**config.mk**
```make
export PLATFORM = sky130hd
export DESIGN_NAME = t01_vgacapture
export DESIGN_NICKNAME = d
export VERILOG_FILES = /design/src/rtl/t01_vgacapture.sv
export SDC_FILE = /design/constraint.sdc
export NUM_CORES = 1
export LEC_CHECK = 0
export ABC_AREA = 0
export BUFFER_PORTS_ARGS = -buffer_cell sky130_fd_sc_hd__buf_4
export CAP_MARGIN = 10
export CORE_MARGIN = 2
export CORE_UTILIZATION = 45
export CTS_CLUSTER_DIAMETER = 60
export CTS_CLUSTER_SIZE = 28
export DETAILED_ROUTE_END_ITERATION = 12
export SYNTH_ARGS = -nofsm -noshare
export SYNTH_HDL_FRONTEND = slang
export SYNTH_SLANG_ARGS = --single-unit
```
**constraint.sdc**
```tcl
create_clock -name clk -period 2.7 [get_ports clk]
set_input_delay 0.675 -clock clk [delete_from_list [all_inputs] [get_ports clk]]
set_output_delay 0.675 -clock clk [all_outputs]
set_load 0.05 [all_outputs]
```
**src/rtl/t01_vgacapture.sv**
```systemverilog
// t01_vgacapture: recovers VGA raster timing from hsync/vsync and emits
// captured active pixels with coordinates, plus sync checking and lock status.
module t01_vgacapture #(
    parameter int H_ACTIVE = 640,
    parameter int H_PULSE  = 96,
    parameter int H_BACK   = 48,
    parameter int V_ACTIVE = 480,
    parameter int V_BACK   = 33
) (
    input  logic       clk,
    input  logic       rst,
    input  logic       hsync,
    input  logic       vsync,
    input  logic       red,
    input  logic       green,
    input  logic       blue,
    output logic       pixel_valid,
    output logic [9:0] x_out,
    output logic [9:0] y_out,
    output logic [2:0] color_out,
    output logic       frame_start,
    output logic       sync_err,
    output logic       locked
);
    typedef enum logic [2:0] {HS_IDLE, HS_PULSE, HS_BACK, HS_ACTIVE, HS_FRONT} h_state_t;
    typedef enum logic [1:0] {VS_IDLE, VS_BACK, VS_ACTIVE, VS_FRONT} v_state_t;

    h_state_t   h_state, h_next;
    v_state_t   v_state, v_next;
    logic [9:0] h_cnt, h_cnt_next, v_cnt, v_cnt_next;
    logic       hs1, hs2, vs1, vs2, err_seen;
    logic [2:0] rgb1;
    logic       h_fall, h_rise, v_fall, v_rise, line_end, h_err, v_err, err, valid;

    assign h_fall = hs2 & ~hs1;
    assign h_rise = ~hs2 & hs1;
    assign v_fall = vs2 & ~vs1;
    assign v_rise = ~vs2 & vs1;

    always_ff @(posedge clk) begin
        if (rst) begin
            {hs1, hs2, vs1, vs2} <= 4'hf;
            rgb1    <= '0;
            h_state <= HS_IDLE;
            v_state <= VS_IDLE;
            h_cnt   <= '0;
            v_cnt   <= '0;
        end else begin
            hs1     <= hsync;
            hs2     <= hs1;
            vs1     <= vsync;
            vs2     <= vs1;
            rgb1    <= {red, green, blue};
            h_state <= h_next;
            v_state <= v_next;
            h_cnt   <= h_cnt_next;
            v_cnt   <= v_cnt_next;
        end
    end

    // Back porch exits one count early: the edge-detect cycle already consumed one porch clock.
    always_comb begin
        h_next     = h_state;
        h_cnt_next = h_cnt + 10'd1;
        line_end   = 1'b0;
        h_err      = 1'b0;
        if (h_fall) begin
            h_next     = HS_PULSE;
            h_cnt_next = '0;
            h_err      = h_state == HS_BACK || h_state == HS_ACTIVE;
        end else begin
            case (h_state)
                HS_PULSE: if (h_rise) begin
                    h_next     = HS_BACK;
                    h_cnt_next = '0;
                    h_err      = h_cnt != 10'(H_PULSE - 1);
                end
                HS_BACK: if (h_cnt == 10'(H_BACK - 2)) begin
                    h_next     = HS_ACTIVE;
                    h_cnt_next = '0;
                end
                HS_ACTIVE: if (h_cnt == 10'(H_ACTIVE - 1)) begin
                    h_next     = HS_FRONT;
                    h_cnt_next = '0;
                    line_end   = 1'b1;
                end
                default: h_cnt_next = h_cnt;
            endcase
        end
    end

    // A vsync rise overrides any line-end counted in the same cycle.
    always_comb begin
        v_next     = v_state;
        v_cnt_next = v_cnt;
        v_err      = 1'b0;
        if (v_rise) begin
            v_next     = VS_BACK;
            v_cnt_next = '0;
            v_err      = v_state == VS_ACTIVE;
        end else if (v_fall && (v_state == VS_BACK || v_state == VS_ACTIVE)) begin
            v_next     = VS_FRONT;
            v_cnt_next = '0;
            v_err      = 1'b1;
        end else if (line_end && v_state == VS_BACK) begin
            v_next     = v_cnt == 10'(V_BACK - 1) ? VS_ACTIVE : VS_BACK;
            v_cnt_next = v_cnt == 10'(V_BACK - 1) ? '0 : v_cnt + 10'd1;
        end else if (line_end && v_state == VS_ACTIVE) begin
            v_next     = v_cnt == 10'(V_ACTIVE - 1) ? VS_FRONT : VS_ACTIVE;
            v_cnt_next = v_cnt == 10'(V_ACTIVE - 1) ? '0 : v_cnt + 10'd1;
        end
    end

    always_comb begin
        valid = h_state == HS_ACTIVE && v_state == VS_ACTIVE && !h_fall;
        err   = h_err | v_err;
    end

    always_ff @(posedge clk) begin
        if (rst) begin
            pixel_valid <= 1'b0;
            x_out       <= '0;
            y_out       <= '0;
            color_out   <= '0;
            frame_start <= 1'b0;
            sync_err    <= 1'b0;
            locked      <= 1'b0;
            err_seen    <= 1'b0;
        end else begin
            pixel_valid <= valid;
            x_out       <= valid ? h_cnt : '0;
            y_out       <= valid ? v_cnt : '0;
            color_out   <= valid ? rgb1 : '0;
            frame_start <= valid && h_cnt == '0 && v_cnt == '0;
            sync_err    <= err;
            locked      <= sync_err ? 1'b0 : (v_rise && v_state == VS_FRONT && !err_seen && !err) ? 1'b1 : locked;
            err_seen    <= v_rise ? err : err_seen | err;
        end
    end
endmodule

```
## Word level (Yosys, flattened, before mapping)

Cells that the tools add are included.
W data, S select, Z words.

- Reductions and logical operators: 29
- Bitwise operators: 11
- Muxes and demuxes: 28
- Equality and inequality tests: 17
- Add/sub/neg operators: 2

Operators with widths:

| cell | count |
|---|---|
| $mux W10 | 7 |
| $pmux W10 S3 | 1 |
| $add A10 B1 Y10 const B | 2 |
| $eq A10 B6 Y1 const B | 2 |
| $logic_not A10 Y1 | 2 |
| $mux W1 | 12 |
| $eq A10 B10 Y1 const B | 1 |
| $eq A10 B9 Y1 const B | 1 |
| $logic_and A1 B1 Y1 | 10 |
| $ne A10 B7 Y1 const B | 1 |
| $mux W3 | 3 |
| $pmux W3 S3 | 1 |
| $mux W2 | 4 |
| $reduce_and A4 Y1 | 2 |
| $reduce_bool A4 Y1 | 2 |
| $reduce_or A2 Y1 | 4 |
| $eq A3 B2 Y1 const B | 2 |
| $ne A3 B2 Y1 const B | 2 |
| $reduce_bool A3 Y1 | 2 |
| $not A1 Y1 | 5 |
| $and A1 B1 Y1 | 4 |
| $eq A2 B2 Y1 const B | 2 |
| $ne A2 B1 Y1 const B | 2 |
| $eq A3 B1 Y1 const B | 1 |
| other kinds (8) | 12 |

- Output and inout port bits: 27
- Word-level logic and storage cells: 106
- Register bits: 60
- Input bits: 7

## Logic depth before layout (Yosys ltp)

- Depth in word-level cells: 9
- Depth in mapped cells: 8

## Least setup slack after synthesis

No wires, ideal clock.

- Path kind: flip-flop to flip-flop
- Start: register hs1
- End: register v_cnt[7]
- Slack: 0.601 ns
- Arrival: 1.972 ns
- Data required time: 2.573 ns
- Stages on the path, launching flop included: 9
- Setup time: 0.127 ns
- Clock period less this slack: 2.099 ns
- Path through: dfxtp_1 -> inv_1 -> ha_1 -> nand4bb_1 -> or4_1 -> buf_2 -> nor4_4 -> xnor2_1 -> nor2_1

- Cells in the longest elaborated chain, start to end: 5
- Elaborated cells between the ends (all ways): 7
- Those cells by class: mux (2); bitwise (2); reduce/logical (3)

RTL lines:

| what | RTL line | RTL |
|---|---|---|
| start: declaration | 31 | `logic hs1, hs2, vs1, vs2, err_seen;` |
| start signal: assignment | 49 | `hs1 <= hsync;` |
| $not A1 Y1 (*) | 35 | `assign h_fall = hs2 & ~hs1;` |
| $and A1 B1 Y1 (*) | 35 |  |
| $mux W1 (*) | 67 | `if (h_fall) begin` |
| $logic_and A1 B1 Y1, on equally long branches | 105, 108 |  |
| $mux W10 or $reduce_bool A2 Y1 (tied branches) | n/a |  |
| end signal: assignment | 57 | `v_cnt <= v_cnt_next;` |
| end: declaration | 30 | `logic [9:0] h_cnt, h_cnt_next, v_cnt, v_cnt_next;` |

Every way passes the cells marked *; elsewhere a longest branch is shown, timed or not.
A chain may end at the register's enable or synchronous reset.

## Worst setup path in the final report

- Start: register hs1
- End: register v_cnt[0]

The elaborated chain is that of the path after synthesis.

==> out/metrics.csv <==
stage,metric,value,unit
finish,area_growth,23.2,%
sta,slew_headroom,0.643,
worst_hold_path,holdPathStages,1,
die,io_pins,34,
setup_path,r2r_slack,0.35,ns
setup_path,critical-path-max-stage-delay,0.75,ns
global_route,overflow,0,
yosys,synthArstFlopShare,0,
sta,setup_violations,0,
drt,drt_iter0_markers,86,
sta,tightest_slew,0.531,ns
setup_path,r2r-start,hs1,
place,pre_cts_ws,0.353,ns
drt,dr.pass1.iters,4,
place,place_hpwl,3.20,mm
setup_path,critical_path.cell_chain,"inv_1, ha_1, nand4bb_1, or4_1, o21ai_2, nor2_1",
finish,mostFrequentLayoutCell,dfxtp_1,
yosys,yosysTopAreaCell,dfxtp_1,
power,power.density,608,nW/um2
sta,holdWs,0.430,ns
yosys,synth_cell_type_count,46,
clock_network,cts_resized,0,
sta,fmaxAchievable,425,MHz
clock_network,cts-htree-levels,3,
setup_path,critPathSlowestCell,or4_1,
clock_network,clkTransAtPathRegs,0.06,ns
sta,worst_slack,0.348,ns
clock_network,cts_hold_buf,0,
clock_network,root_buffer,clkbuf_8,
power,total_power,1.86,mW
worst_hold_path,hp-class,reg -> reg,
worst_hold_path,holdPathEnd,color_out[2],
global_route,globalRouteTotalUtil,0.169,
yosys,synth_cells,257,
yosys,postSynthAreaPerCell,9.66,um2
finish,num-nets-final,316,
die,fp-row-count,27,
clock_network,cts_setup_buffers,0,
outcome,status,completed,
yosys,synth-edff-count,0,
die,die_y,78.3,um
sta,maxSlewViolCount,0,
drt,viasPerCell,4.91,
finish,drive_gt1_frac,0.230,
job,maxCapViolations,0,
finish,layout_common_cells,"dfxtp_1 (60), buf_4 (38), nor2_1 (27)",
drt,detail_route.wl_per_cell,12.4,um
yosys,yosysSeqAreaShare,0.484,
clock_network,cts_tree,built,
die,dieArea,6130,um2
place,port_buffers,33,
setup_path,cp-end-kind,register,
drt,via_count,1845,
setup_path,r2r-end,v_cnt[0],
global_route,antenna_found_initial,0,
setup_path,arrival,2.56,ns
power,p_leak,1.20,nW
drt,drtAntennaViolNets,0,
sta,grt_setup_unrepaired,false,
clock_network,clkLatencyLatePin,0.34,ns
die,start_util,0.459,
yosys,ys_ff_latch,60,
sta,finClkSkew,0.00559,ns
setup_path,critPathKind,reg -> reg,
global_route,grt_max_degree,24,
sta,setup_tns,0,ns
worst_hold_path,min_from,rgb1[2],
drt,wirelength,4.66,mm
global_route,grt_pass1_wl,8.05,mm
clock_network,cts_sinks,60,
yosys,synth_warnings,0,
sta,min_period_over_period,0.871,
power,ir_worst_vdd,0.325,mV
setup_path,ff2ff_path_depth,6,
yosys,syn-num-nets,274,
finish,diodes,0,
drt,drc,0,
yosys,synthesis.area,2480,um2
global_route,grt_pass1_vias,1719,
setup_path,worst-path-max-fanout,9,
place,gp_congestion,0.772,
die,core,5410,um2
yosys,synthTopCellsByArea,"dfxtp_1 (48%), and2_1 (6.0%), ha_1 (5.0%)",
sta,finalHoldViolations,0,
die,fp.dieW,78.3,um
sta,period_needed,2.35,ns
yosys,synthFlopType,dfxtp_1,
yosys,yosys.area.top_type_share,0.484,
setup_path,startpoint,hs1,
setup_path,crit_required,2.91,ns
setup_path,start_kind,register,
clock_network,cts_made_buffers,9,
clock_network,clockBufferDepth,2,
## synthesized netlist by cell type, types with 2 or more instances
master / n
a21oi_1: 4
dfxtp_1: 60
ha_1: 10
nand3_1: 7
or4_1: 2
and2_1: 24
nand2_1: 16
or3b_2: 2
or3_1: 2
a211oi_1: 2
nand4_1: 5
or2_2: 5
nor2b_1: 7
inv_1: 12
nand2b_1: 3
buf_2: 2
nor3_1: 11
nand4bb_1: 3
o21ai_2: 2
nor4b_1: 2
nor2_1: 27
xnor2_1: 11
xor2_1: 7
nor4_1: 4
o21bai_1: 2
o21ai_0: 2
clkbuf_1: 4
## routing by layer
layer,up-vias,global-route usage,wire (um)
li1,959,-,-
met1,843,0.228,2360
met2,34,0.244,1990
met3,9,0.0402,185
met4,0,0.105,121
met5,-,0,0
## sequential cells by signal, summed over array words and instances, names as in the netlist, 2 cells and up
register and flops:
v_cnt 10, h_state 3, v_state 2, h_cnt 10, x_out 10, y_out 10, color_out 3, rgb1 3
## through the flow
stage               cell area [um2]  cells   util
global placement               2830    360  0.524
detailed placement             2830    360  0.524
floorplan                      2480    257      -
finish                         3060    376  0.566
CTS                            3060    376  0.566
global route                   3060    376  0.566
## kinds of logic after synthesis
family                   count (synthesis)  share of synthesized area
AND/OR/NAND/NOR                        128                      0.304
flip-flops                              60                      0.484
AO/OA/AOI/OAI                           21                     0.0640
buffers and inverters                   19                     0.0302
XOR/XNOR                                18                     0.0635
adder cells (fa/ha/maj)                 10                     0.0504
multiplexers                             1                    0.00403
## worst max-delay path, delay by kind of cell, from the launching register on
kind,cells,cell delay (ns)
DFF,1,0.34
adders and majority gates,1,0.25
buffers and inverters,1,0.05
AOI/OAI and AO/OA,1,0.43
and+or+nand+nor,3,1.16
## worst max-delay path by stage
stage	end	slack (ns)
after floorplan	v_cnt[7]	0.60
after global placement	v_cnt[7]	0.38
after detailed placement	v_cnt[6]	0.35
after CTS	v_cnt[6]	0.34
after global routing	v_cnt[7]	0.21
final	v_cnt[0]	0.35
## final cells by class
cell class | instances | area (um2)
fillers | 516 | 2350
multi-input cells | 178 | 1210
flip-flops and latches | 60 | 1200
repair buffers | 38 | 285
clock buffers | 10 | 138
well taps | 72 | 90.1
clock inverters | 6 | 87.6
inverters | 12 | 45.0
## where the power goes
| part | leakage (nW) | internal, mW | switching (mW) | total, mW |
|---|---|---|---|---|
| sequential | 0.485 | 0.896 | 0.00841 | 0.904 |
| combinational | 0.609 | 0.0262 | 0.0359 | 0.0621 |
| clock | 0.105 | 0.542 | 0.351 | 0.893 |
| total | 1.20 | 1.46 | 0.395 | 1.86 |
Power figures use the tool's default switching activity.
